[config.mk]
export PLATFORM = sky130hd
export DESIGN_NAME = idex_stage_reg
export DESIGN_NICKNAME = d
export VERILOG_FILES = /design/src/rtl/idex_stage_reg.sv
export SDC_FILE = /design/constraint.sdc
export NUM_CORES = 1
export LEC_CHECK = 0
export ABC_AREA = 1
export BUFFER_PORTS_ARGS = -buffer_cell sky130_fd_sc_hd__clkbuf_2
export CAP_MARGIN = 20
export CORE_AREA = 2 2 131 133
export CTS_CLUSTER_DIAMETER = 30
export CTS_CLUSTER_SIZE = 14
export DETAILED_ROUTE_END_ITERATION = 10
export DIE_AREA = 0 0 133 135
export HOLD_SLACK_MARGIN = 0.12
export PLACE_DENSITY = 0.76
export SETUP_SLACK_MARGIN = 0.02
export SYNTH_ARGS = -nofsm -noshare
export SYNTH_HDL_FRONTEND = slang
export SYNTH_SLANG_ARGS = --single-unit
[constraint.sdc]
create_clock -name clk_i -period 4.8 [get_ports clk_i]
set_input_delay 0.48 -clock clk_i [delete_from_list [all_inputs] [get_ports clk_i]]
set_output_delay 0.48 -clock clk_i [all_outputs]
set_load 0.005 [all_outputs]
[src/rtl/idex_stage_reg.sv]
// ID/EX pipeline register: latches decoded ID fields, resolves the destination and the EX forwarding selects, and bubbles load-use hazards.
// Latency: ID fields appear on ex_* one cycle after capture; load_use_o is combinational.
// Backpressure: stall_i freezes every register; load_use_o asks ID to hold while this stage inserts a bubble.
module idex_stage_reg #(
    parameter int DATA_W = 32,
    parameter int REG_W  = 5,
    parameter int CTRL_W = 16
) (
    input  logic              clk_i,
    input  logic              rst_i,
    input  logic              stall_i,
    input  logic              flush_i,
    input  logic              id_valid_i,
    input  logic [DATA_W-1:0] id_pc_i,
    input  logic [DATA_W-1:0] id_rs_data_i,
    input  logic [DATA_W-1:0] id_rt_data_i,
    input  logic [DATA_W-1:0] id_imm_i,
    input  logic [REG_W-1:0]  id_rs_i,
    input  logic [REG_W-1:0]  id_rt_i,
    input  logic [REG_W-1:0]  id_rd_i,
    input  logic [1:0]        id_regdst_i,
    input  logic              id_uses_rs_i,
    input  logic              id_uses_rt_i,
    input  logic              id_alusrc_i,
    input  logic              id_wen_i,
    input  logic              id_mem_read_i,
    input  logic [CTRL_W-1:0] id_ctrl_i,
    input  logic              mem_wen_i,
    input  logic [REG_W-1:0]  mem_wreg_i,
    output logic              load_use_o,
    output logic              ex_valid_o,
    output logic [DATA_W-1:0] ex_pc_o,
    output logic [DATA_W-1:0] ex_rs_data_o,
    output logic [DATA_W-1:0] ex_rt_data_o,
    output logic [DATA_W-1:0] ex_imm_o,
    output logic [CTRL_W-1:0] ex_ctrl_o,
    output logic              ex_wen_o,
    output logic              ex_mem_read_o,
    output logic [REG_W-1:0]  ex_wreg_o,
    output logic [1:0]        ex_fwd_a_sel_o,
    output logic [1:0]        ex_fwd_b_sel_o,
    output logic [1:0]        ex_fwd_st_sel_o
);

    localparam logic [1:0] SEL_RF    = 2'b00;
    localparam logic [1:0] SEL_EXMEM = 2'b01;
    localparam logic [1:0] SEL_MEMWB = 2'b10;
    localparam logic [1:0] SEL_IMM   = 2'b11;

    typedef struct packed {
        logic              valid;
        logic [DATA_W-1:0] pc;
        logic [DATA_W-1:0] rs_data;
        logic [DATA_W-1:0] rt_data;
        logic [DATA_W-1:0] imm;
        logic [CTRL_W-1:0] ctrl;
        logic              wen;
        logic              mem_read;
        logic [REG_W-1:0]  wreg;
        logic [1:0]        fwd_a;
        logic [1:0]        fwd_b;
        logic [1:0]        fwd_st;
    } ex_t;

    ex_t              ex_q;
    ex_t              ex_d;
    logic [REG_W-1:0] wreg_d;
    logic [1:0]       fwd_rs;
    logic [1:0]       fwd_rt;

    // The instruction now in EX reaches MEM on this edge, so it outranks the one already in MEM.
    function automatic logic [1:0] fwd_sel(
        input logic             uses,
        input logic [REG_W-1:0] src,
        input logic             ex_v,
        input logic             ex_w,
        input logic [REG_W-1:0] ex_r,
        input logic             m_w,
        input logic [REG_W-1:0] m_r
    );
        logic [1:0] sel;
        sel = SEL_RF;
        if (uses && src != '0) begin
            if (ex_v && ex_w && ex_r == src)
                sel = SEL_EXMEM;
            else if (m_w && m_r == src)
                sel = SEL_MEMWB;
        end
        return sel;
    endfunction

    // Hazard: consumer in ID needs a value a load in EX has not produced yet.
    assign load_use_o = ~stall_i & id_valid_i & ex_q.valid & ex_q.mem_read &
                        (ex_q.wreg != '0) &
                        ((id_uses_rs_i & (id_rs_i == ex_q.wreg)) |
                         (id_uses_rt_i & (id_rt_i == ex_q.wreg)));

    // Destination mux; 11 means no architectural destination.
    always_comb begin
        wreg_d = '0;
        case (id_regdst_i)
            2'b00:   wreg_d = id_rt_i;
            2'b01:   wreg_d = id_rd_i;
            2'b10:   wreg_d = REG_W'(31);
            default: wreg_d = '0;
        endcase
    end

    // Build the value captured into EX, including forwarding selects resolved now.
    always_comb begin
        fwd_rs = fwd_sel(id_uses_rs_i, id_rs_i, ex_q.valid, ex_q.wen, ex_q.wreg,
                         mem_wen_i, mem_wreg_i);
        fwd_rt = fwd_sel(id_uses_rt_i, id_rt_i, ex_q.valid, ex_q.wen, ex_q.wreg,
                         mem_wen_i, mem_wreg_i);
        ex_d          = '0;
        ex_d.valid    = id_valid_i;
        ex_d.pc       = id_pc_i;
        ex_d.rs_data  = id_rs_data_i;
        ex_d.rt_data  = id_rt_data_i;
        ex_d.imm      = id_imm_i;
        ex_d.ctrl     = id_ctrl_i;
        ex_d.wen      = id_wen_i & id_valid_i & (wreg_d != '0);
        ex_d.mem_read = id_mem_read_i;
        ex_d.wreg     = wreg_d;
        ex_d.fwd_a    = fwd_rs;
        ex_d.fwd_b    = id_alusrc_i ? SEL_IMM : fwd_rt;
        ex_d.fwd_st   = fwd_rt;
    end

    // Pipeline register: reset > flush > stall > load-use bubble > capture.
    always_ff @(posedge clk_i or posedge rst_i) begin
        if (rst_i)
            ex_q <= '0;
        else if (flush_i)
            ex_q <= '0;
        else if (stall_i)
            ex_q <= ex_q;
        else if (load_use_o)
            ex_q <= '0;
        else
            ex_q <= ex_d;
    end

    assign ex_valid_o      = ex_q.valid;
    assign ex_pc_o         = ex_q.pc;
    assign ex_rs_data_o    = ex_q.rs_data;
    assign ex_rt_data_o    = ex_q.rt_data;
    assign ex_imm_o        = ex_q.imm;
    assign ex_ctrl_o       = ex_q.ctrl;
    assign ex_wen_o        = ex_q.wen;
    assign ex_mem_read_o   = ex_q.mem_read;
    assign ex_wreg_o       = ex_q.wreg;
    assign ex_fwd_a_sel_o  = ex_q.fwd_a;
    assign ex_fwd_b_sel_o  = ex_q.fwd_b;
    assign ex_fwd_st_sel_o = ex_q.fwd_st;

endmodule

### After elaboration in Yosys (flattened, before gate mapping)

Cells that the tools add are included.

| word-level totals | value |
|---|---|
| memories | 0 |
| output and inout port bits | 159 |
| input port bits | 177 |
| latch bits | 0 |
| bits in writable memories | 0 |
| register bits after elaboration | 158 |
| bits in read-only memories | 0 |
| logic and storage cells | 55 |

| cells by class | value |
|---|---|
| add/subtract/negate cells | 0 |
| eq/ne operators | 9 |
| $mul | 0 |
| bitwise logic cells | 11 |
| reductions and logical operators | 12 |
| shift-type cells | 0 |
| multiplexer cells | 11 |
| div/mod/pow operators | 0 |
| order comparisons | 0 |

Operators by type and width:

| cell | count |
|---|---|
| $mux W158 | 3 |
| $eq A5 B5 Y1 | 6 |
| $reduce_bool A5 Y1 | 4 |
| $pmux W5 S3 | 1 |
| $mux W2 | 7 |
| $and A1 B1 Y1 | 9 |
| $logic_and A1 B1 Y1 | 7 |
| $eq A2 B1 Y1 const B | 1 |
| $eq A2 B2 Y1 const B | 1 |
| $logic_not A2 Y1 | 1 |
| $ne A2 B1 Y1 const B | 1 |
| $not A1 Y1 | 1 |
| $or A1 B1 Y1 | 1 |

### Longest topological paths before layout

Gate-level depths: netlist of run 1.

| depth | value |
|---|---|
| depth in word-level cells | 9 |
| gate-level depth with buffers | 11 |
| mapped depth without buffers | 10 |

### Worst setup path before layout of run 1

OpenSTA, ideal clock, no wires.

| timing | value |
|---|---|
| kind | input -> output |
| start | in id_rt_i[2] |
| end | out load_use_o |
| path buffers | 1 |
| cell stages on the path | 9 |
| data arrival time | 1.226 ns |
| required time | 4.320 ns |
| setup slack | 3.094 ns |
| path through | inv_1 > nand2_1 > nand2_1 > nor2_1 > nand4_1 > nand2_1 > nand2_2 > buf_2 > inv_1 |

| between the ends | value |
|---|---|
| longest elaborated chain between the ends | 4 |

RTL lines:

| what | line | RTL |
|---|---|---|
| start, declared | 19 | `input logic [REG_W-1:0] id_rt_i,` |
| $eq A5 B5 Y1 | 96 | `(id_uses_rt_i & (id_rt_i == ex_q.wreg)));` |
| $and A1 B1 Y1 | 96 |  |
| $or A1 B1 Y1 | 95 | `((id_uses_rs_i & (id_rs_i == ex_q.wreg)) \|` |
| $and A1 B1 Y1 | 94 | `(ex_q.wreg != '0) &` |
| end, declared | 30 | `output logic load_use_o,` |

Every way passes these cells.

### Worst setup path in the final report of run 1

| timing | value |
|---|---|
| start | reg ex_q (netlist bit ex_wreg_o[3]) |
| end | out load_use_o |

| between the ends | value |
|---|---|
| longest elaborated chain between the ends | 4 |
| elaborated cells on any way between the ends | 8 |
| classes of those cells | eq/ne (2); bitwise (5); reduce/logical (1) |

RTL lines:

| what | line | RTL |
|---|---|---|
| start, declared | 65 | `ex_t ex_q;` |
| start signal, assigned | 137 | `ex_q <= ex_q;` |
| $eq A5 B5 Y1 (on tied branches) | 95, 96 |  |
| $and A1 B1 Y1 (on tied branches) | 95, 96 |  |
| $or A1 B1 Y1 | 95 |  |
| $and A1 B1 Y1 * | 94 |  |

Mark *: on every way between the ends. The rest lies on a longest branch, timed or not.

==> results of run 1 <==
==> per-stage QoR <==
stage	instances	setup WS, ps
5_1_grt	1370	1940
3_5_place_dp	1338	2320
4_1_cts	1369	2100
6_report	1370	2130
3_3_place_gp	1338	2360
2_1_floorplan	825	56.8
==> synthesized netlist by cell type <==
cell and n:
sky130_fd_sc_hd__nand2_1 375, sky130_fd_sc_hd__nand3_1 162, sky130_fd_sc_hd__dfrtp_1 158, sky130_fd_sc_hd__inv_1 33, sky130_fd_sc_hd__clkbuf_1 30, sky130_fd_sc_hd__nor2_1 17
sky130_fd_sc_hd__buf_6 12, sky130_fd_sc_hd__o21ai_0 12, sky130_fd_sc_hd__nand4_1 7, sky130_fd_sc_hd__buf_2 5, sky130_fd_sc_hd__buf_1 3, sky130_fd_sc_hd__xnor2_1 2
sky130_fd_sc_hd__a21boi_0 1, sky130_fd_sc_hd__a21oi_1 1, sky130_fd_sc_hd__buf_4 1, sky130_fd_sc_hd__inv_2 1, sky130_fd_sc_hd__nand2_2 1, sky130_fd_sc_hd__nor2_2 1
sky130_fd_sc_hd__nor3_1 1, sky130_fd_sc_hd__o21a_1 1, sky130_fd_sc_hd__xor2_1 1
==> where the power goes <==
group | total [mW] | switching [mW] | internal, mW
clock network | 1.41 | 0.538 | 0.871
logic | 0.359 | 0.204 | 0.155
registers | 1.45 | 0.0456 | 1.40
==> worst max-delay path, delay by kind of cell (launching register included) <==
kind	cells	cell delay, ps
simple gates	6	880
flops	1	470
buf+inv	3	400
==> registers in the layout, summed over array words and instances, names as in the netlist <==
signal and cells:
ex_wreg_o 5, ex_wen_o 1, ex_fwd_b_sel_o 2, ex_imm_o 32
ex_rs_data_o 32, ex_fwd_a_sel_o 2, ex_rt_data_o 32, ex_fwd_st_sel_o 2
ex_mem_read_o 1, ex_valid_o 1, ex_pc_o 32, ex_ctrl_o 16
==> per-layer routing <==
layer | up-vias | share of wire [%]
met3 | 47 | 7.5
met1 | 2998 | 41
met2 | 291 | 49
li1 | 3238 | -
met5 | - | 0
met4 | 0 | 3.2
==> cells by family (layout without fill, tap and decap cells) <==
family / count (synthesis) / in the layout / synth area share, %
flip-flops: 158 / 158 / 57.9
AND/OR/NAND/NOR: 564 / 564 / 34.3
buffers and inverters: 85 / 410 / 6.14
XOR/XNOR: 3 / 3 / 0.385
AO/OA/AOI/OAI: 15 / 15 / 1.17
==> final timing paths <==
kind                            slack, ps          endpoint              from
worst max-delay path                 2130        load_use_o      ex_wreg_o[3]
worst min-delay path                  200   ex_rt_data_o[9]             rst_i
worst max register to register       2400  ex_rs_data_o[11]      ex_wreg_o[3]
worst min register to register        480  ex_rt_data_o[27]  ex_rt_data_o[27]
max in group asynchronous            3590      ex_imm_o[18]             rst_i
min in group clk_i                    280       ex_pc_o[11]       id_pc_i[11]
==> final cells by class <==
class | instances | area (sq um) | area share [%]
clock buffers | 18 | 429 | 4.65
flip-flops and latches | 158 | 3950 | 42.8
multi-input cells | 582 | 2470 | 26.8
repair buffers | 345 | 1780 | 19.3
clock inverters | 13 | 190 | 2.06
well taps | 220 | 275 | 2.98
inverters | 34 | 133 | 1.44
==> cell usage in the layout (no fill, tap or decap) <==
cell                         instances
sky130_fd_sc_hd__nand2_1           375
sky130_fd_sc_hd__clkbuf_2          335
sky130_fd_sc_hd__nand3_1           162
sky130_fd_sc_hd__dfrtp_1           158
sky130_fd_sc_hd__inv_1              32
sky130_fd_sc_hd__clkbuf_16          17
sky130_fd_sc_hd__nor2_1             15
sky130_fd_sc_hd__o21ai_0            12
sky130_fd_sc_hd__buf_4               8
sky130_fd_sc_hd__nand4_1             7
sky130_fd_sc_hd__clkinv_4            5
sky130_fd_sc_hd__bufinv_16           4
sky130_fd_sc_hd__xnor2_1             2
sky130_fd_sc_hd__nor2_4              2
sky130_fd_sc_hd__inv_6               2
sky130_fd_sc_hd__clkinv_2            2
sky130_fd_sc_hd__buf_12              2
sky130_fd_sc_hd__inv_2               1
sky130_fd_sc_hd__nor2_2              1
sky130_fd_sc_hd__nand2_4             1
sky130_fd_sc_hd__a21boi_0            1
sky130_fd_sc_hd__a21oi_1             1
sky130_fd_sc_hd__xor2_1              1
sky130_fd_sc_hd__nor3_1              1
sky130_fd_sc_hd__o21a_1              1
sky130_fd_sc_hd__clkbuf_1            1
sky130_fd_sc_hd__clkinvlp_4          1
==> reports/summary.json, run 1 <==
{
  "rsz0062_at_grt": "no",
  "chipHeight_um": 135,
  "grt_util_met3_pct": 5.67,
  "overflow": 0,
  "gpl.final_weighted_congestion": 0.936,
  "worstSetupPathType": "flop to output pin",
  "max_freq_mhz": 375,
  "layout_worst_path_cycle_share_pct": 55.6,
  "synth_top_area_cell": "sky130_fd_sc_hd__dfrtp_1",
  "path_clk_slew_ps": 60,
  "final.hold.worst_slack_ps": 198,
  "placeableCoreArea_sq_um": 16400,
  "max-vdd-ir-drop_mv": 0.223,
  "route.detailed.wl_per_inst_um": 14.6,
  "timing.setup.tns_ps": 0,
  "clock_latency_ps": 420,
  "drt-pass1-iter-count": 5,
  "synth.top_cells.by_area": "sky130_fd_sc_hd__dfrtp_1, sky130_fd_sc_hd__nand2_1, sky130_fd_sc_hd__nand3_1",
  "drive_above_1_share_pct": 33.1,
  "timing.clock.skew_ps": 14.2,
  "grt_most_used_layer": "met2",
  "timing.final.setup_violations": 0,
  "start_util_pct": 41.6,
  "cts_htree_levels": 4,
  "worstPathMaxFanout": 65,
  "finalWorstPathRequiredPeriod_ps": 2670,
  "cts-hold-fix-buffers": 0,
  "timing.critical_path.cells": "inv_1 > nand2_1 > nand2_1 > nor2_1 > nand4_1 > nand2_1 > nand2_4 > inv_1 > clkbuf_2",
  "synthDominantCellAreaShare_pct": 57.9,
  "worst_ep_arrival_time_ps": 2190,
  "tightest_slew_ps": 866,
  "drc_errors_left": 0,
  "clock_tree_from_tritoncts": "done",
  "crit_path_frequent_cell": "sky130_fd_sc_hd__nand2_1",
  "port-buffer-count": 335,
  "crit_required_ps": 4320,
  "finalHoldViolations": 0,
  "post_synth.cell_area_avg_sq_um": 8.27,
  "synth.distinct_cells": 21,
  "global_route.usage.total_pct": 22.3,
  "crit_slowest_cell": "sky130_fd_sc_hd__dfrtp_1",
  "final_core_util_pct": 56.2,
  "n_fill_cell": 1483,
  "timing.critical_path.to_type": "output pin",
  "num_io_pins": 336,
  "routed-via-count": 6574,
  "place.detailed.hpwl_um": 14300,
  "maxSlewViolCount": 0,
  "crit_path_start_kind": "flop",
  "pwr_density_cell_nw_per_um2": 349,
  "share_of_synthesized_area_occupied_by_flip_flops_and_latches_pct": 57.9,
  "power_mw": 3.22,
  "synth.cell_area_sq_um": 6820,
  "layout.cell_area.non_filler_sq_um": 9230,
  "slew-limit-headroom_pct": 42.3,
  "post-cts-setup-buffers": 0,
  "numCtsBuffers": 17,
  "antenna_found_initial": 0,
  "cap_violations": 0,
  "cts.root.buffer_cell": "sky130_fd_sc_hd__clkbuf_16",
  "finish.net_count": 1315,
  "p_leak_nw": 5.63,
  "route.detailed.vias_per_inst": 4.80,
  "chipWidth_um": 133,
  "clock-sinks": 158,
  "grt.met1_usage_pct": 28.6,
  "min-delay-path-class": "primary input to asynchronous set/reset pin",
  "yosys_warnings": 0,
  "flow.area_growth_from_synthesis_pct": 35.2,
  "grt_first_pass_wirelength_um": 31700,
  "grt_max_degree": 84,
  "outcome": "completed",
  "placed_cell_area_sq_um": 8590,
  "critPathMaxStageDelay_ps": 470,
  "vias_in_the_first_global_route": 6274,
  "ant_nets": 0,
  "antenna_cells_inserted": 0,
  "globalRouteMet2Util_pct": 35.7,
  "timing.reg2reg.worst_path_depth": 10,
  "drt-total-wl_um": 20000,
  "postSynthRegisterBits": 158,
  "synthesis.instances": 825,
  "die_area_sq_um": 18000,
  "clock_tree.buffer_depth": 2,
  "placement_rows": 47,
  "cts_resized": 0,
  "drtIter0Drc": 356,
  "synth_net_count": 1002
}
Note: power is estimated with default switching activity, not from simulation.
==> inputs of run 2 (changes only) <==
Clock period 4.8 ns to 2.42 ns, I/O delays scaled along.
==> run 2 against run 1 <==
  * Flip-flop and latch count unchanged
  * Wire length increased by 19%
  * Register-to-register slack got worse by 1800 ps
==> reports/summary.json, run 2 (same netlist as run 1, synthesis figures left out) <==
{
  "timing.setup.tns_ps": 0,
  "power.internal_mw": 4.71,
  "slew-limit-headroom_pct": 54.1,
  "tightest_slew_ps": 688,
  "timing.critical_path.to_type": "output pin",
  "route.detailed.vias_per_inst": 4.97,
  "clock-sinks": 158,
  "crit_path_start_kind": "flop",
  "clock_latency_ps": 420,
  "overflow": 0,
  "layout_commonest_cell": "sky130_fd_sc_hd__nand2_1",
  "finalHoldViolations": 0,
  "worst_ep_arrival_time_ps": 1800,
  "maxSlewViolCount": 0,
  "routed-via-count": 7536,
  "outcome": "completed",
  "worstSetupPathType": "flop to output pin",
  "p_clk_share_pct": 40.7,
  "drt-pass1-iter-count": 5,
  "drive_above_1_share_pct": 29.5,
  "placed_cell_area_sq_um": 8640,
  "clock_tree.buffer_depth": 2,
  "global_route.usage.total_pct": 26.5,
  "finalWorstPathRequiredPeriod_ps": 2040,
  "port-buffer-count": 335,
  "grt_first_pass_wirelength_um": 38000,
  "final.hold.worst_slack_ps": 171,
  "most-common-layout-cells": "sky130_fd_sc_hd__nand2_1, sky130_fd_sc_hd__clkbuf_2, sky130_fd_sc_hd__nand3_1",
  "postLayoutSetupSlackWorst_ps": 376,
  "seqPwrFrac_pct": 44.9,
  "rsz0062_at_grt": "no",
  "place.detailed.hpwl_um": 14100,
  "chipHeight_um": 135,
  "globalRouteMet2Util_pct": 45.0,
  "worstPathMaxFanout": 12,
  "cts_resized": 0,
  "path_clk_slew_ps": 60,
  "antenna_cells_inserted": 0,
  "antenna_found_initial": 0,
  "numCtsBuffers": 17,
  "layout_worst_path_cycle_share_pct": 84.5,
  "timing.reg2reg.worst_path_depth": 10,
  "clock_tree_from_tritoncts": "done",
  "ant_nets": 0,
  "flow.area_growth_from_synthesis_pct": 56.4,
  "timing.clock.skew_ps": 9.93,
  "pwr_density_cell_nw_per_um2": 602,
  "cap_violations": 0,
  "cts_htree_levels": 4,
  "min-delay-path-class": "primary input to flop",
  "switching_fraction_pct": 26.6,
  "cts.root.buffer_cell": "sky130_fd_sc_hd__clkbuf_16",
  "finish.net_count": 1462,
  "worstHoldPathCells": 5,
  "num_io_pins": 336,
  "start_util_pct": 41.6,
  "share_comb_of_total_power_pct": 14.4,
  "layout.cell_area.non_filler_sq_um": 10700,
  "grt.met1_usage_pct": 31.0,
  "total_switching_power_mw": 1.71,
  "placement_rows": 47,
  "power_mw": 6.42,
  "max_freq_mhz": 489,
  "placeableCoreArea_sq_um": 16400,
  "n_fill_cell": 1224,
  "vias_in_the_first_global_route": 7617,
  "timing.final.setup_violations": 0,
  "max-vdd-ir-drop_mv": 0.477,
  "gpl.final_weighted_congestion": 0.919,
  "drc_errors_left": 0,
  "chipWidth_um": 133,
  "grt_most_used_layer": "met2",
  "drt-total-wl_um": 23800,
  "grt_util_met3_pct": 6.19,
  "crit_required_ps": 2180,
  "drtIter0Drc": 491,
  "placement.setup.worst_slack_ps": 632,
  "die_area_sq_um": 18000,
  "route.detailed.wl_per_inst_um": 15.7,
  "p_leak_nw": 6.23,
  "grt_max_degree": 103
}
## run 2: worst paths after layout
check / start / end / slack (ps)
max: ex_wreg_o[2] / load_use_o / 380
min: id_alusrc_i / ex_fwd_b_sel_o[0] / 170
max reg2reg: ex_wreg_o[2] / ex_ctrl_o[13] / 550
min reg2reg: ex_imm_o[3] / ex_imm_o[3] / 480
max in group asynchronous: rst_i / ex_imm_o[8] / 1280
min in group asynchronous: rst_i / ex_rt_data_o[11] / 550
## run 2: power groups by stage
stage	logic (mW)	registers, mW	clock network (mW)
after floorplan	0.298	2.93	0
after global placement	0.708	2.92	0
after detailed placement	0.719	2.92	0
after CTS	0.907	2.87	2.67
after global routing	1.02	2.89	2.79
final	0.925	2.88	2.61
## run 2: per-layer routing
metal	vias up	routed length (um)
met3	88	1800
met4	0	1030
met5	-	0
met1	3523	9010
met2	390	12000
li1	3535	-
## run 2: layout make-up
class / instances / area [sq um] / area share [%]
clock inverters: 13 / 130 / 1.22
multi-input cells: 582 / 2470 / 23.1
flip-flops and latches: 158 / 3950 / 37.1
repair buffers: 492 / 3270 / 30.7
clock buffers: 18 / 439 / 4.12
inverters: 34 / 131 / 1.23
well taps: 220 / 275 / 2.58
## run 2: repair_timing
item                                   in CTS  in global routing
buffers inserted                            0                  0
hold buffers                              146                  0
endpoints found under the hold margin     303                  0
## run 2: worst max-delay path, stage by stage (launching register included)
cell                       delay (ps)
sky130_fd_sc_hd__dfrtp_1          410
sky130_fd_sc_hd__inv_1            100
sky130_fd_sc_hd__nand2_1           80
sky130_fd_sc_hd__nand2_1           50
sky130_fd_sc_hd__nor2_1           140
sky130_fd_sc_hd__nand4_1          140
sky130_fd_sc_hd__nand2_1          140
sky130_fd_sc_hd__nand2_4          130
sky130_fd_sc_hd__inv_1             80
sky130_fd_sc_hd__clkbuf_2         110
## run 2: per-stage QoR
stage                     util (%)  std cells
after floorplan                  -        825
after global placement        52.7       1340
after detailed placement      52.7       1340
after CTS                     65.0       1517
after global routing          65.0       1517
final                         65.0       1517
